===== config.mk =====
export PLATFORM = sky130hd
export DESIGN_NAME = count_display
export DESIGN_NICKNAME = d
export VERILOG_FILES = /design/src/rtl/count_display.sv
export SDC_FILE = /design/constraint.sdc
export NUM_CORES = 1
export LEC_CHECK = 0
export ABC_AREA = 1
export CELL_PAD_IN_SITES_DETAIL_PLACEMENT = 0
export CELL_PAD_IN_SITES_GLOBAL_PLACEMENT = 1
export CORE_UTILIZATION = 39
export DETAILED_ROUTE_END_ITERATION = 6
export HOLD_SLACK_MARGIN = 0.03
export PLACE_DENSITY = 0.84
export SLEW_MARGIN = 20
export SYNTH_ARGS = -nofsm -noshare
export SYNTH_HDL_FRONTEND = slang
export SYNTH_SLANG_ARGS = --single-unit

===== constraint.sdc =====
create_clock -name clk -period 2.1 [get_ports clk]
set_input_delay 0.315 -clock clk [delete_from_list [all_inputs] [get_ports clk]]
set_output_delay 0.315 -clock clk [all_outputs]
set_load 0.05 [all_outputs]

===== src/rtl/count_display.sv =====
// Display side of the frequency meter: snapshots the four BCD count digits on each latch pulse
// and scans them onto a 4-digit multiplexed 7-segment display, with leading-zero blanking and overflow dashes.
module count_display #(
    parameter int unsigned SCAN_DIV = 50000,
    parameter bit          BLANK_LZ = 1'b1
) (
    input  logic       clk,
    input  logic       clear,
    input  logic       latch,
    input  logic [3:0] th_d,
    input  logic [3:0] hundred_d,
    input  logic [3:0] ten_d,
    input  logic [3:0] one_d,
    output logic [6:0] seg,
    output logic [3:0] dig_sel,
    output logic       valid,
    output logic       ovf
);

    localparam int unsigned PW = (SCAN_DIV > 2) ? $clog2(SCAN_DIV) : 1;
    localparam logic [PW-1:0] PRE_LAST = PW'(SCAN_DIV - 1);
    localparam logic [6:0] SEG_DASH = 7'h40;

    logic [3:0][3:0] snap_q, snap_d;
    logic [PW-1:0]   pre_q, pre_d;
    logic [1:0]      idx_q, idx_d;
    logic            valid_q, valid_d;
    logic            ovf_q, ovf_d;
    logic [6:0]      seg_q, seg_d;
    logic [3:0]      dig_sel_q, dig_sel_d;

    logic            pre_wrap_c;
    logic            in_ovf_c;
    logic [3:0]      lz_c;
    logic [3:0]      cur_c;

    function automatic logic [6:0] bcd_to_seg(input logic [3:0] d);
        case (d)
            4'd0:    bcd_to_seg = 7'h3F;
            4'd1:    bcd_to_seg = 7'h06;
            4'd2:    bcd_to_seg = 7'h5B;
            4'd3:    bcd_to_seg = 7'h4F;
            4'd4:    bcd_to_seg = 7'h66;
            4'd5:    bcd_to_seg = 7'h6D;
            4'd6:    bcd_to_seg = 7'h7D;
            4'd7:    bcd_to_seg = 7'h07;
            4'd8:    bcd_to_seg = 7'h7F;
            4'd9:    bcd_to_seg = 7'h6F;
            default: bcd_to_seg = 7'h00;
        endcase
    endfunction

    // Next-state: prescaler/scan index free-run, snapshot on latch, registered scan outputs.
    always_comb begin
        snap_d    = snap_q;
        valid_d   = valid_q;
        ovf_d     = ovf_q;
        seg_d     = 7'h00;
        dig_sel_d = 4'b1111;

        pre_wrap_c = (pre_q == PRE_LAST);
        pre_d      = pre_wrap_c ? '0 : pre_q + PW'(1);
        idx_d      = pre_wrap_c ? idx_q + 2'd1 : idx_q;

        in_ovf_c = (th_d > 4'd9) || (hundred_d > 4'd9) || (ten_d > 4'd9) || (one_d > 4'd9);
        if (latch) begin
            snap_d  = {th_d, hundred_d, ten_d, one_d};
            valid_d = 1'b1;
            ovf_d   = in_ovf_c;
        end

        // lz_c[k]: every snapshot digit at position >= k is zero; ones digit is never blanked.
        lz_c[3] = (snap_q[3] == 4'd0);
        lz_c[2] = lz_c[3] && (snap_q[2] == 4'd0);
        lz_c[1] = lz_c[2] && (snap_q[1] == 4'd0);
        lz_c[0] = 1'b0;

        cur_c = snap_q[idx_q];
        if (valid_q) begin
            dig_sel_d = ~(4'b0001 << idx_q);
            if (ovf_q) begin
                seg_d = SEG_DASH;
            end else if (BLANK_LZ && lz_c[idx_q]) begin
                seg_d = 7'h00;
            end else begin
                seg_d = bcd_to_seg(cur_c);
            end
        end
    end

    always_ff @(posedge clk) begin
        if (clear) begin
            snap_q    <= '0;
            pre_q     <= '0;
            idx_q     <= 2'd0;
            valid_q   <= 1'b0;
            ovf_q     <= 1'b0;
            seg_q     <= 7'h00;
            dig_sel_q <= 4'b1111;
        end else begin
            snap_q    <= snap_d;
            pre_q     <= pre_d;
            idx_q     <= idx_d;
            valid_q   <= valid_d;
            ovf_q     <= ovf_d;
            seg_q     <= seg_d;
            dig_sel_q <= dig_sel_d;
        end
    end

    assign seg     = seg_q;
    assign dig_sel = dig_sel_q;
    assign valid   = valid_q;
    assign ovf     = ovf_q;

endmodule

# After elaboration in Yosys (flattened, before gate mapping)
# Memories as Yosys holds them, arrays and structs flattened.
# Cells that the tools add are included.
[classes]
n_addsub = 2
n_lt_le_gt_ge = 5
n_eq_ne = 1
shift = 1
mux = 6
n_bitwise = 2
n_reduce_logical = 11
[op_table]
columns = ["cell", "count"]
rows = [
  ["16-bit by 1-bit adder with 16-bit output (second input constant)", 1],
  ["16-bit == test (second input constant)", 1],
  ["4-bit greater-than comparator (second input constant)", 4],
  ["7-bit two-way mux", 2],
  ["4-bit zero test", 3],
  ["4-bit binary-select mux with 2-bit select", 1],
  ["4-bit two-way mux", 1],
  ["4-bit inverter", 1],
  ["2-bit OR reduction", 2],
  ["4-bit OR reduction", 1],
  ["1-bit by 2-bit << shifter with 4-bit output (first input constant)", 1],
  ["1-bit logical OR", 3],
  ["2-bit by 3-bit less-than comparator with 1-bit output (second input constant)", 1],
  ["2-bit by 1-bit adder with 2-bit output (second input constant)", 1],
  ["1-bit binary-select mux with 2-bit select", 1],
  ["1-bit logical AND", 2],
  ["1-bit two-way mux", 1],
  ["1-bit inverter", 1],
]
[totals]
ff_bits = 47
rom_bits = 112
in_bits = 19
out_inout_bits = 13
mem_count = 1
[memory_table]
columns = ["name", "depth", "word_bits", "read_ports", "rd_clocked_by_memory_dff", "wr", "line_no", "text"]
rows = [
  ["(no name shown)", 16, 7, 1, 0, 0, "38", "case (d)"],
]

# Depth between registers and ports, before layout
[logic_depth]
depth_word = 7
depth_mapped = 12
mapped_depth_nobuf = 11

# Worst setup path after synthesis
# Ideal clock, no wire load.
[synth_timing]
path_type = "reg-to-reg"
startpoint = "register idx_q[0]"
endpoint = "register seg_q[3] (netlist: seg[3])"
setup_ns = 0.124
arrival_time_ns = 1.399
t_required_ns = 1.976
setup_slack_ns = 0.577
path_stages_with_launch = 12
path_buffers = 1
cell_sequence = "dfxtp_1 buf_4 nor2_1 nor2_1 o21ai_0 nand2_1 inv_1 ha_1 nand2_1 nand2_1 nand2_1 a21oi_1"
[synth_between]
elab_chain_len = 3
[synth_rtl]
columns = ["item", "line_no", "text"]
rows = [
  ["from (decl)", "26", "logic [1:0] idx_q, idx_d;"],
  ["from (signal assigned)", "103", "idx_q <= idx_d;"],
  ["4-bit binary-select mux with 2-bit select / 1-bit binary-select mux with 2-bit select (equally long branches)", "78, 83", ""],
  ["4-bit two-way mux (not written as such) / 1-bit two-way mux (equally long branches)", "78, 83", ""],
  ["memory read 16 x 7 bit / 4-bit OR reduction (equally long branches)", "--", ""],
  ["to (signal assigned)", "106", "seg_q <= seg_d;"],
  ["to (decl)", "29", "logic [6:0] seg_q, seg_d;"],
]
# Several ways; a longest one is shown, not always the timed one. The select of a mux whose other input is x is not followed.
# A chain may end at the register's enable or synchronous reset.

# Worst setup path in the final report
[layout_timing]
startpoint = "register ovf_q (netlist: ovf)"
endpoint = "output ovf"
[layout_lines]
columns = ["item", "line_no", "text"]
rows = [
  ["from (decl)", "28", "logic ovf_q, ovf_d;"],
  ["from (signal assigned)", "105", "ovf_q <= ovf_d;"],
  ["to (decl)", "17", "output logic ovf"],
]
# No word-level cell between the ends.

==> flow_summary.json <==
{
  "slew_headroom_pct": 65.8,
  "seq_power_share_pct": 53.2,
  "cellLeakagePower_nw": 1.09,
  "slowest_stage": "clkdlybuf4s50_1",
  "cap_violations": 0,
  "die_area_um2": 6030,
  "fin_ws_ns": 0.254,
  "grt_pass1_wl_um": 7870,
  "fin_worst_hold_slack_ns": 0.463,
  "dp_hpwl_um": 3350,
  "first_pass_iters": 4,
  "async_flop_share_pct": 0,
  "syn_to_final_growth_pct": 22.1,
  "ys_types": 28,
  "numCtsBuffers": 5,
  "fin_tns_setup_ns": 0,
  "hold-path-cell-count": 2,
  "crit_fanout": 4,
  "worst-r2r-setup-slack_ns": 0.38,
  "cp-end-kind": "primary output",
  "drt-initial-drc-count": 66,
  "combPwrFrac_pct": 13.3,
  "drcViolationCount": 0,
  "crit_type": "register to primary output",
  "multi_input_area_um2": 1110,
  "path_cells": "clkdlybuf4s50_1",
  "cts_buffer_depth": 2,
  "rows": 27,
  "hold_viol": 0,
  "synthesis.nets": 335,
  "drive_gt1_share_pct": 9.09,
  "worstHoldEndpoint": "snap_q[3]",
  "r2r_cells": 10,
  "die_x_um": 77.7,
  "rsz0062_at_grt": "no",
  "cp_top_family": "buffers and inverters",
  "finalWirelength_um": 4450,
  "worst_slew_pin_slew_ns": 0.512,
  "synth_top_flop_cell": "dfxtp_1",
  "min_period_ns": 1.85,
  "nets": 370,
  "dp.cells": 405,
  "netSwitchingFraction_pct": 25.4,
  "start_util_pct": 40.5,
  "place.gp.congestion": 0.813,
  "clk_pin_slew_ns": 0.08,
  "slowest_delay_ns": 0.83,
  "p_int_mw": 1.33,
  "diodes": 0,
  "crit_path_start_kind": "register",
  "setup_viol": 0,
  "ios": 32,
  "coreArea_um2": 5510,
  "slew_violations": 0,
  "fill_cells": 573,
  "mappedNetlistArea_um2": 2230,
  "postRouteAntennaNets": 0,
  "avgRoutedWirePerCell_um": 10.8,
  "grt_usage_pct": 16.4,
  "status": "completed",
  "synth_warnings": 0,
  "clk_latency_ns": 0.30,
  "place_ws_ns": 0.290,
  "layoutNonFillerInstCount": 413,
  "vias": 1938,
  "r2r-start": "idx_q[1]",
  "synth_edf_count": 0,
  "placed_area_um2": 2620,
  "power.share.clock_pct": 33.5,
  "port-buffer-count": 31,
  "cts.htree.levels": 2,
  "hold_class": "register to register",
  "power.switching_mw": 0.451,
  "grt_max_degree": 21,
  "min_from": "snap_q[3]",
  "cp_num_buf_inv": 1,
  "cts_hold_buf": 0,
  "clkSinkCount": 47,
  "grt_overflow": 0,
  "worstPathArrival_ns": 1.53,
  "crit_required_ns": 1.78,
  "antenna_found_initial": 0,
  "r2r_end": "seg[3]",
  "fin_area_um2": 2730,
  "post-route-period-util_pct": 87.9,
  "die_h_um": 77.7,
  "p_per_area_nw_per_um2": 652,
  "via_per_inst": 4.69,
  "cts_tree": "built",
  "ir_worst_vdd_uv": 263,
  "skew_ns": 0.00771,
  "synth_cells": 305,
  "grt_pass1_vias": 1762,
  "max_freq_ghz": 0.542,
  "ys_ff_latch": 47,
  "yosysSeqAreaShare_pct": 42.2,
  "cts_root_buffer": "clkbuf_8",
  "regArea_um2": 942,
  "syn_area_per_cell_um2": 7.32
}
## worst min-delay path, stage by stage, from the launching register on
cell	delay, ns
dfxtp_1	0.30
inv_1	0.06
a21oi_1	0.06
## layout by cell type (no fill, tap or decap)
cell	count
a21oi_1	32
a31oi_1	1
and3_1	1
buf_4	4
clkbuf_1	1
clkbuf_8	7
clkdlybuf4s50_1	31
clkinv_1	1
dfxtp_1	46
dfxtp_2	1
ha_1	11
inv_1	33
inv_2	4
nand2_1	60
nand2_2	3
nand2_4	1
nand3_1	11
nand3_2	5
nand3b_1	3
nand4_1	4
nand4_2	1
nor2_1	31
nor2_2	3
nor3_1	5
nor3_2	1
o21ai_0	35
or2_0	3
or2_2	1
xor2_1	1
## flip-flops by register name, summed over array words and instances, names as in the netlist
signal,flops
valid,1
idx_q,2
pre_q,16
seg,7
ovf,1
snap_q,16
dig_sel,4
## power groups by stage
| stage | clock network [mW] | logic, mW | registers, mW |
|---|---|---|---|
| 2_1_floorplan | 0 | 0.114 | 1.00 |
| 3_3_place_gp | 0 | 0.236 | 0.966 |
| 3_5_place_dp | 0 | 0.238 | 0.966 |
| 4_1_cts | 0.621 | 0.239 | 0.945 |
| 5_1_grt | 0.650 | 0.268 | 0.950 |
| 6_report | 0.595 | 0.237 | 0.945 |
## cells in the mapped netlist (3+ instances only)
library cell  count  area, µm²
ha_1             11        138
inv_1            33        124
or2_0             3       18.8
nor3_1            5       25.0
dfxtp_1          47        941
a21oi_1          32        160
nand3_1          11       55.1
nor2_1           31        116
nand3b_1          3       22.5
clkbuf_1          4       15.0
nor2_2            3       18.8
nand4_1           4       25.0
nand2_1          60        225
inv_2             4       15.0
nand3_2           5       50.1
nand2_2           3       18.8
o21ai_0          35        175
## per-stage QoR
stage | utilization (%) | total power [mW]
after floorplan | - | 1.11
after global placement | 47.6 | 1.20
after detailed placement | 47.6 | 1.20
after CTS | 49.5 | 1.81
after global routing | 49.5 | 1.87
final | 49.5 | 1.78
## repair_timing
action / in CTS / in global routing
buffers inserted: 0 / 0
resized for setup: 0 / 1
setup endpoints to repair: 0 / 1
endpoints found under the hold margin: 0 / 0
## cells by family after synthesis
logic type                 after synthesis  share of synthesized area (%)
AOI/OAI and AO/OA                       68                           15.3
xor gates and xnor gates                 1                          0.392
adders and majority gates               11                           6.17
buffers and inverters                   45                           8.13
DFF                                     47                           42.2
and+or+nand+nor                        133                           27.9
## how the worst max path moves through the flow
stage          cells past startpoint      to      from  slack, ns
2_1_floorplan                     11  seg[3]  idx_q[0]       0.58
3_3_place_gp                       9  seg[3]  idx_q[0]       0.36
3_5_place_dp                      10  seg[3]  idx_q[0]       0.29
4_1_cts                            1     ovf       ovf       0.24
5_1_grt                           10  seg[3]  idx_q[1]       0.20
6_report                           1     ovf       ovf       0.25
## metal layers
layer	GRT usage (%)	share of wire, %	vias up
met1	23.1	54	834
met4	6.23	1.5	0
met5	0	0	-
met3	3.53	3.8	6
met2	24.2	41	38
li1	-	-	1060
## layout make-up
| cell class | instances | area share [%] |
|---|---|---|
| inverter | 38 | 5.23 |
| tap | 72 | 3.31 |
| sequential | 47 | 34.6 |
| clock buffer | 8 | 3.67 |
| multi-input combinational | 213 | 40.7 |
| timing repair buffer | 35 | 12.5 |
Note: power is estimated with default switching activity, not from simulation.
